`src/rtl/ram8x72_req_ctrl_pkg.sv`:
```
`default_nettype none
// +----------------------------------------------------------------------------+
// | Module      : ram8x72_req_ctrl_pkg                                         |
// | Description : Shared state encoding and geometry constants for the 8x72   |
// |               RAM request controller (two 4x72 banks).                     |
// | Revision    : 1.0 - initial release                                        |
// +----------------------------------------------------------------------------+
package ram8x72_req_ctrl_pkg;

  typedef enum logic [1:0] {
    HOLD = 2'd0,  // one idle cycle after reset
    INIT = 2'd1,  // zero-fill both banks in parallel
    RUN  = 2'd2   // normal request traffic
  } state_e;

  localparam int WORDS       = 8;
  localparam int BANK_WORDS  = 4;
  localparam int INIT_CYCLES = 4;
  localparam int DW          = 72;

endpackage
`default_nettype wire

```
`src/rtl/ram_rsp_fifo.sv`:
```
`default_nettype none
// +----------------------------------------------------------------------------+
// | Module      : ram_rsp_fifo                                                 |
// | Description : Synchronous response FIFO with occupancy count and a        |
// |               registered head output that holds its last value when empty. |
// | Ports       : clk, rst_n         - clock, async active-low reset           |
// |               push, push_data    - write side (never pushed while full)    |
// |               pop_ready          - consumer takes head when valid          |
// |               valid, rdata       - head entry                              |
// |               count              - current number of entries               |
// | Revision    : 1.0 - initial release                                        |
// +----------------------------------------------------------------------------+
module ram_rsp_fifo #(
  parameter int DW    = 72,
  parameter int DEPTH = 4
) (
  input  logic                       clk,
  input  logic                       rst_n,
  input  logic                       push,
  input  logic [DW-1:0]              push_data,
  input  logic                       pop_ready,
  output logic                       valid,
  output logic [DW-1:0]              rdata,
  output logic [$clog2(DEPTH):0]     count
);

  localparam int AW = $clog2(DEPTH);
  localparam logic [AW:0] CNT_ONE = {{AW{1'b0}}, 1'b1};

  logic [DW-1:0] mem_q [DEPTH];
  logic [AW-1:0] wr_ptr_q, wr_ptr_d;
  logic [AW-1:0] rd_ptr_q, rd_ptr_d, rd_ptr_nxt;
  logic [AW:0]   count_q, count_d;
  logic [DW-1:0] rdata_q, rdata_d;
  logic          pop;

  assign valid = (count_q != '0);
  assign pop   = valid & pop_ready;
  assign rdata = rdata_q;
  assign count = count_q;

  always_comb begin
    wr_ptr_d   = wr_ptr_q;
    rd_ptr_d   = rd_ptr_q;
    count_d    = count_q;
    rdata_d    = rdata_q;
    rd_ptr_nxt = rd_ptr_q + 1'b1;
    if (push) wr_ptr_d = wr_ptr_q + 1'b1;
    if (pop)  rd_ptr_d = rd_ptr_nxt;
    case ({push, pop})
      2'b10:   count_d = count_q + CNT_ONE;
      2'b01:   count_d = count_q - CNT_ONE;
      default: count_d = count_q;
    endcase
    // The head register is refreshed only when the head entry changes:
    // either the next stored entry moves up, or a push lands in a FIFO that
    // is (or is about to be) empty. Otherwise it keeps its last value.
    if (pop && (count_q > CNT_ONE)) begin
      rdata_d = mem_q[rd_ptr_nxt];
    end else if (push && ((count_q == '0) || pop)) begin
      rdata_d = push_data;
    end
  end

  // Storage needs no reset; occupancy tracking makes stale entries invisible.
  always_ff @(posedge clk) begin
    if (push) mem_q[wr_ptr_q] <= push_data;
  end

  always_ff @(posedge clk or negedge rst_n) begin
    if (!rst_n) begin
      wr_ptr_q <= '0;
      rd_ptr_q <= '0;
      count_q  <= '0;
      rdata_q  <= '0;
    end else begin
      wr_ptr_q <= wr_ptr_d;
      rd_ptr_q <= rd_ptr_d;
      count_q  <= count_d;
      rdata_q  <= rdata_d;
    end
  end

endmodule
`default_nettype wire

```
`src/rtl/ram8x72_req_ctrl.sv`:
```
`default_nettype none
// +----------------------------------------------------------------------------+
// | Module      : ram8x72_req_ctrl                                             |
// | Description : Request-side controller for an 8x72 RAM built from two 4x72 |
// |               banks. Zero-fills the banks after reset, then decodes        |
// |               valid/ready requests into bank strobes and queues 1-cycle    |
// |               latency read data into a response FIFO.                      |
// | Ports       : req_*        - request channel (addr[2] = bank)              |
// |               rsp_*        - response channel with backpressure           |
// |               init_done    - zero-fill complete                            |
// |               bank*_en_n, bank_wr_n, bank_add, bank_wdata - bank strobes   |
// |               bank*_rdata  - registered bank read data                     |
// | Revision    : 1.0 - initial release                                        |
// +----------------------------------------------------------------------------+
module ram8x72_req_ctrl #(
  parameter int RSP_DEPTH = 4,
  parameter int DW        = 72
) (
  input  logic          clk,
  input  logic          rst_n,
  input  logic          req_valid,
  output logic          req_ready,
  input  logic          req_we,
  input  logic [2:0]    req_addr,
  input  logic [DW-1:0] req_wdata,
  output logic          rsp_valid,
  input  logic          rsp_ready,
  output logic [DW-1:0] rsp_rdata,
  output logic          init_done,
  output logic          bank0_en_n,
  output logic          bank1_en_n,
  output logic          bank_wr_n,
  output logic [1:0]    bank_add,
  output logic [DW-1:0] bank_wdata,
  input  logic [DW-1:0] bank0_rdata,
  input  logic [DW-1:0] bank1_rdata
);

  import ram8x72_req_ctrl_pkg::*;

  localparam int BANK_BIT = $clog2(WORDS) - 1;
  localparam int ICW      = $clog2(BANK_WORDS);
  localparam logic [ICW-1:0] INIT_LAST = ICW'(INIT_CYCLES - 1);
  localparam int CW       = $clog2(RSP_DEPTH) + 1;

  state_e          state_q, state_d;
  logic [ICW-1:0]  init_cnt_q, init_cnt_d;
  logic            init_done_q, init_done_d;
  logic            rd_pend_q, rd_pend_d;
  logic            rd_bank_q, rd_bank_d;
  logic [CW-1:0]   fifo_count;
  logic [CW:0]     occupancy;
  logic            fire;
  logic            rd_fire;

  // Every in-flight read already owns a FIFO slot, so the push one cycle
  // later can never find the FIFO full. Only registered terms feed this.
  assign occupancy = {1'b0, fifo_count} + {{CW{1'b0}}, rd_pend_q};
  assign req_ready = (state_q == RUN) && (occupancy < (CW+1)'(RSP_DEPTH));
  assign fire      = req_valid & req_ready;
  assign rd_fire   = fire & ~req_we;
  assign init_done = init_done_q;

  always_comb begin
    state_d    = state_q;
    init_cnt_d = init_cnt_q;
    case (state_q)
      HOLD: state_d = INIT;
      INIT: begin
        init_cnt_d = init_cnt_q + 1'b1;
        if (init_cnt_q == INIT_LAST) state_d = RUN;
      end
      RUN:     state_d = RUN;
      default: state_d = HOLD;
    endcase
    init_done_d = (state_d == RUN);
    rd_pend_d   = rd_fire;
    rd_bank_d   = rd_fire ? req_addr[BANK_BIT] : rd_bank_q;
  end

  always_ff @(posedge clk or negedge rst_n) begin
    if (!rst_n) begin
      state_q     <= HOLD;
      init_cnt_q  <= '0;
      init_done_q <= 1'b0;
      rd_pend_q   <= 1'b0;
      rd_bank_q   <= 1'b0;
    end else begin
      state_q     <= state_d;
      init_cnt_q  <= init_cnt_d;
      init_done_q <= init_done_d;
      rd_pend_q   <= rd_pend_d;
      rd_bank_q   <= rd_bank_d;
    end
  end

  // Bank strobes. Enables are gated by fire so an undefined address with
  // req_valid low cannot reach the enables.
  always_comb begin
    bank0_en_n = 1'b1;
    bank1_en_n = 1'b1;
    bank_wr_n  = 1'b1;
    bank_add   = '0;
    bank_wdata = '0;
    case (state_q)
      INIT: begin
        bank0_en_n = 1'b0;
        bank1_en_n = 1'b0;
        bank_wr_n  = 1'b0;
        bank_add   = init_cnt_q;
      end
      RUN: begin
        bank_add   = req_addr[BANK_BIT-1:0];
        bank_wdata = req_wdata;
        if (fire) begin
          bank_wr_n  = ~req_we;
          bank0_en_n = req_addr[BANK_BIT];
          bank1_en_n = ~req_addr[BANK_BIT];
        end
      end
      default: ;
    endcase
  end

  ram_rsp_fifo #(
    .DW    (DW),
    .DEPTH (RSP_DEPTH)
  ) u_rsp_fifo (
    .clk       (clk),
    .rst_n     (rst_n),
    .push      (rd_pend_q),
    .push_data (rd_bank_q ? bank1_rdata : bank0_rdata),
    .pop_ready (rsp_ready),
    .valid     (rsp_valid),
    .rdata     (rsp_rdata),
    .count     (fifo_count)
  );

endmodule
`default_nettype wire

```
`config.mk`:
```
export PLATFORM = sky130hd
export DESIGN_NAME = ram8x72_req_ctrl
export DESIGN_NICKNAME = d
export VERILOG_FILES = /design/src/rtl/ram8x72_req_ctrl_pkg.sv /design/src/rtl/ram_rsp_fifo.sv /design/src/rtl/ram8x72_req_ctrl.sv
export SDC_FILE = /design/constraint.sdc
export NUM_CORES = 1
export LEC_CHECK = 0
export CAP_MARGIN = 20
export CELL_PAD_IN_SITES_DETAIL_PLACEMENT = 0
export CELL_PAD_IN_SITES_GLOBAL_PLACEMENT = 1
export CORE_AREA = 2 2 200 202
export CTS_CLUSTER_SIZE = 25
export DETAILED_ROUTE_END_ITERATION = 6
export DIE_AREA = 0 0 202 204
export PLACE_DENSITY_LB_ADDON = 0.12
export SKIP_LAST_GASP = 1
export SYNTH_ARGS = -nofsm -noshare
export SYNTH_HDL_FRONTEND = slang
export SYNTH_HIERARCHICAL = 1
export SYNTH_SLANG_ARGS = --single-unit
```
`constraint.sdc`:
```
create_clock -name clk -period 3.65 [get_ports clk]
set_input_delay 1.095 -clock clk [delete_from_list [all_inputs] [get_ports clk]]
set_output_delay 1.095 -clock clk [all_outputs]
set_load 0.02 [all_outputs]
```
==> reports/metrics.csv, run 1 <==
metric,value,unit
result of the run,"complete, no violations",
type of element launching the critical path,input pin,
post-synth design cell area,0.0167,sq mm
total wirelength of the detailed-routed design,37.8,mm
Max Clk Rate,0.281,GHz
Synth Flop Type,sky130_fd_sc_hd__edfxtp_1,
antenna violation net count after detailed routing,0,
detail-routed net length per standard cell,21.0,um
"Hold Vio Cnt, Final",0,
count of nets after finishing,1477,
"Min Clock Period, post-route",3.56,ns
actual slew at the worst max-slew pin,0.835,ns
global router's overall resource usage,18.2,%
number of storage elements in the synthesis netlist,374,
total number of H-tree levels,2,
Critical path destination,bank1_en_n,
crit path max fanout,2,
Port-buffer cells,375,
post-cts hold buffer count,0,
static leakage power,0.00809,uW
startpoint of the worst setup timing path,req_addr[2],
clock latency at the later pin of the worst-skew pair,0.53,ns
clock edge transition at the registers on the reported setup and hold paths,0.05,ns
Antenna diodes,0,
total of max-cap violations,0,
Post-Syn Nets,1087,
Placed Instance Area,0.0209,sq mm
"FFs w/ async S/R, synth",23.0,%
CTS Sinks,374,
fill cell instance count of the final layout,3090,
drt initial violations,413,
Chip Height,204,um
synth unique cells,34,
post-route met1 wirelength,16.1,mm
RSZ-0062 raised after global routing,false,
via density per instance,4.99,
DRC Markers,0,
total length of routed met3 wires,2.02,mm
Detail Route met2 WL,19.1,mm
via count,8958,
Worst VDD drop,0.374,mV
most frequent cell after synthesis,sky130_fd_sc_hd__edfxtp_1,
core occupancy in the finished layout,56.8,%
element type at the critical path end,output port,
share of the clock period used by the worst path after layout,97.5,%
worst reg2reg path endpoint,u_rsp_fifo/rdata[71],
maximum number of pins on one net before global-route repair,87,
clock tree from TritonCTS,done,
cell type of the slowest stage on the worst timing path,sky130_fd_sc_hd__clkdlybuf4s50_1,
"EDFF count, synth",288,
relative slew slack,44.4,%
Synth area leaders,"sky130_fd_sc_hd__edfxtp_1 (52%), sky130_fd_sc_hd__dfrtp_1 (13%), sky130_fd_sc_hd__mux2_2 (9.2%)",
Synth-to-Final Area Change,33.4,%
core outline area,0.0392,sq mm
DR top layer,met5,
start of the worst register-to-register path,rd_bank_q,
setup violation total in the final timing report,0,
Worst Hold Slack,0.517,ns
number of logic stages on the critical path including buffering,4,
chain of cells forming the critical path,"clkdlybuf4s50_1, buf_4, a31oi_1, clkdlybuf4s50_1",
total number of placement rows,73,
power per cell area,717,mW/mm^2
Fin Clk Skew,0.0160,ns
number of cell instances on the worst register-to-register path,4,
startpoint-to-endpoint class of the critical path,in2out,
sum of net half-perimeters after detailed placement,24.3,mm
average footprint of a synthesized cell,19.6,sq um
leading post-synthesis cells by instance count,"sky130_fd_sc_hd__edfxtp_1 (288), sky130_fd_sc_hd__mux2_2 (136), sky130_fd_sc_hd__dfrtp_1 (86)",
die area,0.0412,sq mm
total CTS buffers,40,
library cell with the largest summed area after synthesis,sky130_fd_sc_hd__edfxtp_1,
synthesized netlist cell count,849,
worst path buffer plus inverter count,3,
fraction of final layout cells sized beyond drive strength 1,26.4,%
master cell of the clock root buffer,sky130_fd_sc_hd__clkbuf_16,
worst min-delay path category,reg2reg,
Horiz. Die Dim,202,um
data arrival time of the critical path,2.46,ns
number of iterations in the first detailed-routing pass,4,
global placer's final weighted congestion,0.861,
gr ovfl total,0,
number of global-route vias before repair,9647,
fin area,0.0222,sq mm
Synthesis Warnings,6,
Worst path top cell family by delay,buffers and inverters,
antenna violations before repair,1,
largest buffer count on any clock path,3,
number of pins with negative max-slew slack in the final report,0,
worst path required time,2.55,ns
highest cell delay on the worst timing path,0.63,ns
effective utilization at floorplan,42.5,%
number of I/O pins,376,
Critical Path Most Common Cell,sky130_fd_sc_hd__clkdlybuf4s50_1,
wire length of the first global-routing pass,57.4,mm
Register-to-Register Setup Slack,1.40,ns
sequential element share of the synthesized area,64.8,%
Yosys top cell area share,51.9,%
-- stage by stage --
step | std cells | setup slack (ns) | power, uW | setup TNS [ns]
after floorplan | 849 | 0.907 | 10200 | 0
after global placement | 1722 | 0.0110 | 12100 | 0
after detailed placement | 1722 | -0.0490 | 12200 | -0.0490
after CTS | 1796 | 0.0484 | 16200 | 0
after global routing | 1796 | 0.00161 | 16700 | 0
final | 1796 | 0.0912 | 15900 | 0
-- cell type report --
cell class	instances	area [sq um]	area share [%]
Clock inverter	22	165	0.743
Sequential cell	374	10800	48.6
Multi-Input combinational cell	416	5410	24.3
Tap cell	525	657	2.95
Clock buffer	52	1130	5.08
Inverter	11	41.3	0.186
Timing Repair Buffer	396	4030	18.1
-- repair_timing --
item / 4_1_cts / 5_1_grt
buffers inserted: 0 / 0
resized for setup: 1 / 2
endpoints found under the setup margin: 1 / 3
-- layer usage --
metal	global-route usage [%]	vias to the layer above
li1	-	4114
met1	23.9	4551
met2	31.4	241
met3	3.83	50
met4	3.73	2
met5	0	-
-- report_power, final --
group,internal (uW),switching (uW)
Clock,2320,1610
Sequential,5630,565
Combinational,3260,2560
Total,11200,4730
-- placed cells by master (no fill, tap or decap), types with 4 or more instances in the layout --
| cell type | synthesis | final |
|---|---|---|
| sky130_fd_sc_hd__inv_1 | 11 | 11 |
| sky130_fd_sc_hd__clkdlybuf4s50_1 | 0 | 373 |
| sky130_fd_sc_hd__mux2_4 | 70 | 70 |
| sky130_fd_sc_hd__clkinv_1 | 0 | 7 |
| sky130_fd_sc_hd__dfrtp_1 | 86 | 83 |
| sky130_fd_sc_hd__buf_12 | 7 | 9 |
| sky130_fd_sc_hd__mux2_1 | 13 | 13 |
| sky130_fd_sc_hd__and2_4 | 0 | 4 |
| sky130_fd_sc_hd__clkbuf_1 | 10 | 6 |
| sky130_fd_sc_hd__clkbuf_16 | 0 | 42 |
| sky130_fd_sc_hd__ha_1 | 14 | 14 |
| sky130_fd_sc_hd__and2_1 | 77 | 73 |
| sky130_fd_sc_hd__edfxtp_1 | 288 | 288 |
| sky130_fd_sc_hd__clkbuf_8 | 0 | 4 |
| sky130_fd_sc_hd__mux4_1 | 37 | 37 |
| sky130_fd_sc_hd__mux4_2 | 35 | 35 |
| sky130_fd_sc_hd__buf_4 | 1 | 11 |
| sky130_fd_sc_hd__nand2_1 | 4 | 4 |
| sky130_fd_sc_hd__clkinv_2 | 0 | 11 |
| sky130_fd_sc_hd__mux2_2 | 136 | 136 |
| sky130_fd_sc_hd__xor2_1 | 4 | 4 |
-- worst register-to-register path, cell delays in order, from the launching register on --
cell	delay (ns)
sky130_fd_sc_hd__dfrtp_4	0.76
sky130_fd_sc_hd__buf_4	0.42
sky130_fd_sc_hd__mux2_2	0.43
sky130_fd_sc_hd__mux2_2	0.27
sky130_fd_sc_hd__mux2_2	0.26
-- state kept, by name, indices dropped and copies added (netlist names) --
| name | cells |
|---|---|
| u_rsp_fifo/mem_q | 288 |
| u_rsp_fifo/rdata | 72 |
| u_rsp_fifo/count | 3 |
| init_cnt_q | 2 |
| state_q | 2 |
| u_rsp_fifo/rd_ptr_q | 2 |
| u_rsp_fifo/wr_ptr_q | 2 |
| init_done | 1 |
| rd_bank_q | 1 |
| rd_pend_q | 1 |
-- cells by family (layout without fill, tap and decap cells) --
group	after synthesis	count (layout)	share of synthesized area (%)
and+or+nand+nor	92	92	3.43
DFF	374	374	64.8
xor gates and xnor gates	7	7	0.368
muxes	292	292	27.0
adders and majority gates	14	14	1.05
buffers and inverters	59	481	2.86
AOI/OAI and AO/OA	11	11	0.488
-- worst min-delay path by stage --
| stage | start | end | slack [ns] | cells after the start |
|---|---|---|---|---|
| floorplan | init_cnt_q[0] | init_cnt_q[0] | 0.47 | 1 |
| global placement | init_cnt_q[0] | init_cnt_q[0] | 0.51 | 1 |
| detailed placement | init_cnt_q[0] | init_cnt_q[0] | 0.51 | 1 |
| CTS | init_cnt_q[0] | init_cnt_q[0] | 0.52 | 1 |
| global route | init_cnt_q[0] | init_cnt_q[0] | 0.55 | 1 |
| finish | init_cnt_q[0] | init_cnt_q[0] | 0.52 | 1 |
(Power assumes the default switching activity.)
==> inputs of run 2 (changes only) <==
--- a/config.mk
+++ b/config.mk
@@ -5,13 +5,14 @@
 export SDC_FILE = /design/constraint.sdc
 export NUM_CORES = 1
 export LEC_CHECK = 0
+export ABC_AREA = 1
 export CAP_MARGIN = 20
 export CELL_PAD_IN_SITES_DETAIL_PLACEMENT = 0
 export CELL_PAD_IN_SITES_GLOBAL_PLACEMENT = 1
-export CORE_AREA = 2 2 200 202
+export CORE_AREA = 2 2 216 218
 export CTS_CLUSTER_SIZE = 25
 export DETAILED_ROUTE_END_ITERATION = 6
-export DIE_AREA = 0 0 202 204
+export DIE_AREA = 0 0 218 220
 export PLACE_DENSITY_LB_ADDON = 0.12
 export SKIP_LAST_GASP = 1
 export SYNTH_ARGS = -nofsm -noshare
==> run 2 against run 1 <==
Non-clock buffer count grew 8. Worst hold slack got worse by 0.073 ns. Flip-flop and latch count stayed put. Register-to-register slack about the same. Cell count grew 56%. Power up 9.3%. Maximum frequency increased by 2.0%. Die area rose by 16%.
==> reports/metrics.csv, run 2 <==
metric,value,unit
via count,12900,
drt initial violations,705,
"FFs w/ async S/R, synth",23.0,%
Port-buffer cells,375,
total number of placement rows,79,
setup violation total in the final timing report,0,
post-synthesis mux area share,6.08,%
number of I/O pins,376,
Horiz. Die Dim,218,um
Synth Area in XOR/XNOR,0.298,%
clock edge transition at the registers on the reported setup and hold paths,0.06,ns
actual slew at the worst max-slew pin,0.974,ns
area fraction in compound gates after synthesis,0.995,%
number of global-route vias before repair,12900,
switching power share of the total,38.6,%
antenna violations before repair,0,
Synth area leaders,"sky130_fd_sc_hd__edfxtp_1 (49%), sky130_fd_sc_hd__nand2_1 (21%), sky130_fd_sc_hd__dfrtp_1 (12%)",
total internal power,10700,uW
core outline area,0.0459,sq mm
power spent charging and discharging nets,6740,uW
Clk pwr share,21.8,%
most frequent cell after synthesis,sky130_fd_sc_hd__nand2_1,
element type at the critical path end,output port,
"Min Clock Period, post-route",3.49,ns
Yosys top cell area share,49.1,%
leading post-synthesis cells by instance count,"sky130_fd_sc_hd__nand2_1 (977), sky130_fd_sc_hd__edfxtp_1 (288), sky130_fd_sc_hd__inv_1 (125)",
Post-Syn Nets,2038,
"commonest non-fill, non-tap cell in the layout",sky130_fd_sc_hd__nand2_1,
master cell of the clock root buffer,sky130_fd_sc_hd__clkbuf_16,
Max Clk Rate,0.287,GHz
worst min-delay path category,in2async,
highest cell delay on the worst timing path,0.61,ns
max FFs per register,288,
type of element launching the critical path,flop,
crit path max fanout,39,
static leakage power,0.0104,uW
DRC Markers,0,
combinational family with the most area after synthesis,simple AND/OR/NAND/NOR gates,
gr ovfl total,0,
count of nets after finishing,2394,
"Hold Vio Cnt, Final",0,
die area,0.0480,sq mm
synth unique cells,26,
most frequent cells in the layout,"sky130_fd_sc_hd__nand2_1 (977), sky130_fd_sc_hd__clkdlybuf4s50_1 (370), sky130_fd_sc_hd__edfxtp_1 (288)",
sum of net half-perimeters after detailed placement,29.0,mm
sequential element share of the synthesized area,61.3,%
wire length of the first global-routing pass,73.4,mm
Fin Clk Skew,0.0101,ns
total of max-cap violations,0,
Chip Height,220,um
fraction of final layout cells sized beyond drive strength 1,8.14,%
fraction of the mapped netlist area in simple logic gates,24.0,%
worst path required time,2.55,ns
clock tree from TritonCTS,done,
global placer's final weighted congestion,0.789,
buffers inserted during post-CTS setup optimization,0,
cell type of the slowest stage on the worst timing path,sky130_fd_sc_hd__clkdlybuf4s50_1,
power per cell area,753,mW/mm^2
global router's overall resource usage,19.9,%
Largest Register,u_rsp_fifo/mem_q,
total negative slack,0,ns
fin area,0.0231,sq mm
Placed Instance Area,0.0219,sq mm
antenna violation net count after detailed routing,0,
"EDFF count, synth",288,
clock latency at the later pin of the worst-skew pair,0.53,ns
effective utilization at floorplan,38.4,%
startpoint-to-endpoint class of the critical path,reg2out,
Antenna diodes,0,
number of iterations in the first detailed-routing pass,5,
Critical Path Most Common Cell,sky130_fd_sc_hd__inv_1,
Worst VDD drop,0.432,mV
Register-to-Register Setup Slack,1.39,ns
via density per instance,4.63,
combinational group share of total power,42.4,%
result of the run,"complete, no violations",
chain of cells forming the critical path,"inv_1, ha_4, bufbuf_16, nand2_1, inv_1, clkdlybuf4s50_1",
worst reg2reg path endpoint,u_rsp_fifo/rdata[22],
Synthesis Warnings,6,
total number of H-tree levels,2,
total wirelength of the detailed-routed design,48.4,mm
library cell with the largest summed area after synthesis,sky130_fd_sc_hd__edfxtp_1,
Synth Flop Type,sky130_fd_sc_hd__edfxtp_1,
relative slew slack,35.1,%
start of the worst register-to-register path,u_rsp_fifo/count[0],
number of storage elements in the synthesis netlist,374,
post-synth design cell area,0.0176,sq mm
portion of total power attributed to sequential cells,35.8,%
share of the clock period used by the worst path after layout,95.6,%
synthesized netlist cell count,1800,
largest buffer count on any clock path,3,
number of cell instances on the worst register-to-register path,10,
data arrival time of the critical path,2.39,ns
Worst Hold Slack,0.444,ns
RSZ-0062 raised after global routing,false,
maximum number of pins on one net before global-route repair,83,
average footprint of a synthesized cell,9.78,sq um
detail-routed net length per standard cell,17.3,um
CTS Sinks,374,
"arithmetic-cell share of the synthesized area counting full adders, half adders and majority gates",0.995,%
total CTS buffers,41,
Synth-to-Final Area Change,31.4,%
number of pins with negative max-slew slack in the final report,0,
-- run 2: area by class of cell --
type	count	area, sq um
Clock buffer	60	1130
Tap cell	607	759
Inverter	131	507
Clock inverter	13	88.8
Timing Repair Buffer	404	4130
Fill cell	4190	22700
Multi-Input combinational cell	1204	5720
Sequential cell	374	10800
-- run 2: how the worst max path moves through the flow --
stage / from / endpoint / slack, ns
2_1_floorplan: rd_pend_q / u_rsp_fifo/mem_q[1][0] / 1.05
3_3_place_gp: req_addr[2] / bank0_en_n / 0.07
3_5_place_dp: req_addr[2] / bank0_en_n / 0.10
4_1_cts: state_q[0] / bank1_en_n / 0.03
5_1_grt: state_q[0] / bank_wdata[31] / 0.04
6_report: state_q[0] / bank_wdata[36] / 0.16
-- run 2: power groups by stage --
stage          sequential [uW]  clock [uW]  combinational, uW
2_1_floorplan             6560           0               4500
3_3_place_gp              6300           0               7470
3_5_place_dp              6330           0               7520
4_1_cts                   6250        3910               7550
5_1_grt                   6340        4070               8210
6_report                  6230        3800               7400
-- run 2: timing repair --
action	4_1_cts	5_1_grt
pin swaps	0	0
cloned	1	1
resized for setup	0	5
hold buffers	0	0
endpoints found under the setup margin	4	4
endpoints found under the hold margin	0	0
-- run 2: routing by layer --
metal	vias up	track usage [%]	wire, um
met5	-	0	0
met4	0	4.33	770
met3	51	4.00	2880
met2	354	34.6	23700
met1	6088	25.5	21100
li1	6439	-	-
-- run 2: per-stage QoR --
step / std cells / setup slack (ns) / power (uW) / utilization, %
6_report: 2793 / 0.160 / 17400 / 50.5
5_1_grt: 2793 / 0.0373 / 18600 / 50.5
4_1_cts: 2792 / 0.0293 / 17700 / 50.4
3_5_place_dp: 2718 / 0.105 / 13800 / 47.6
3_3_place_gp: 2718 / 0.0670 / 13800 / 47.6
2_1_floorplan: 1800 / 1.05 / 11100 / -
-- run 2: cells by family after synthesis --
logic type / after synthesis
AOI/OAI and AO/OA: 35
xor gates and xnor gates: 6
adders and majority gates: 14
buffers and inverters: 222
DFF: 374
muxes: 72
and+or+nand+nor: 1077
-- run 2: worst max-delay path, delay by kind of cell, from the launching register on --
| family | cells | cell delay (ns) |
|---|---|---|
| buffers and inverters | 4 | 1.18 |
| flip-flops | 1 | 0.41 |
| adder cells (fa/ha/maj) | 1 | 0.20 |
| AND/OR/NAND/NOR | 1 | 0.07 |
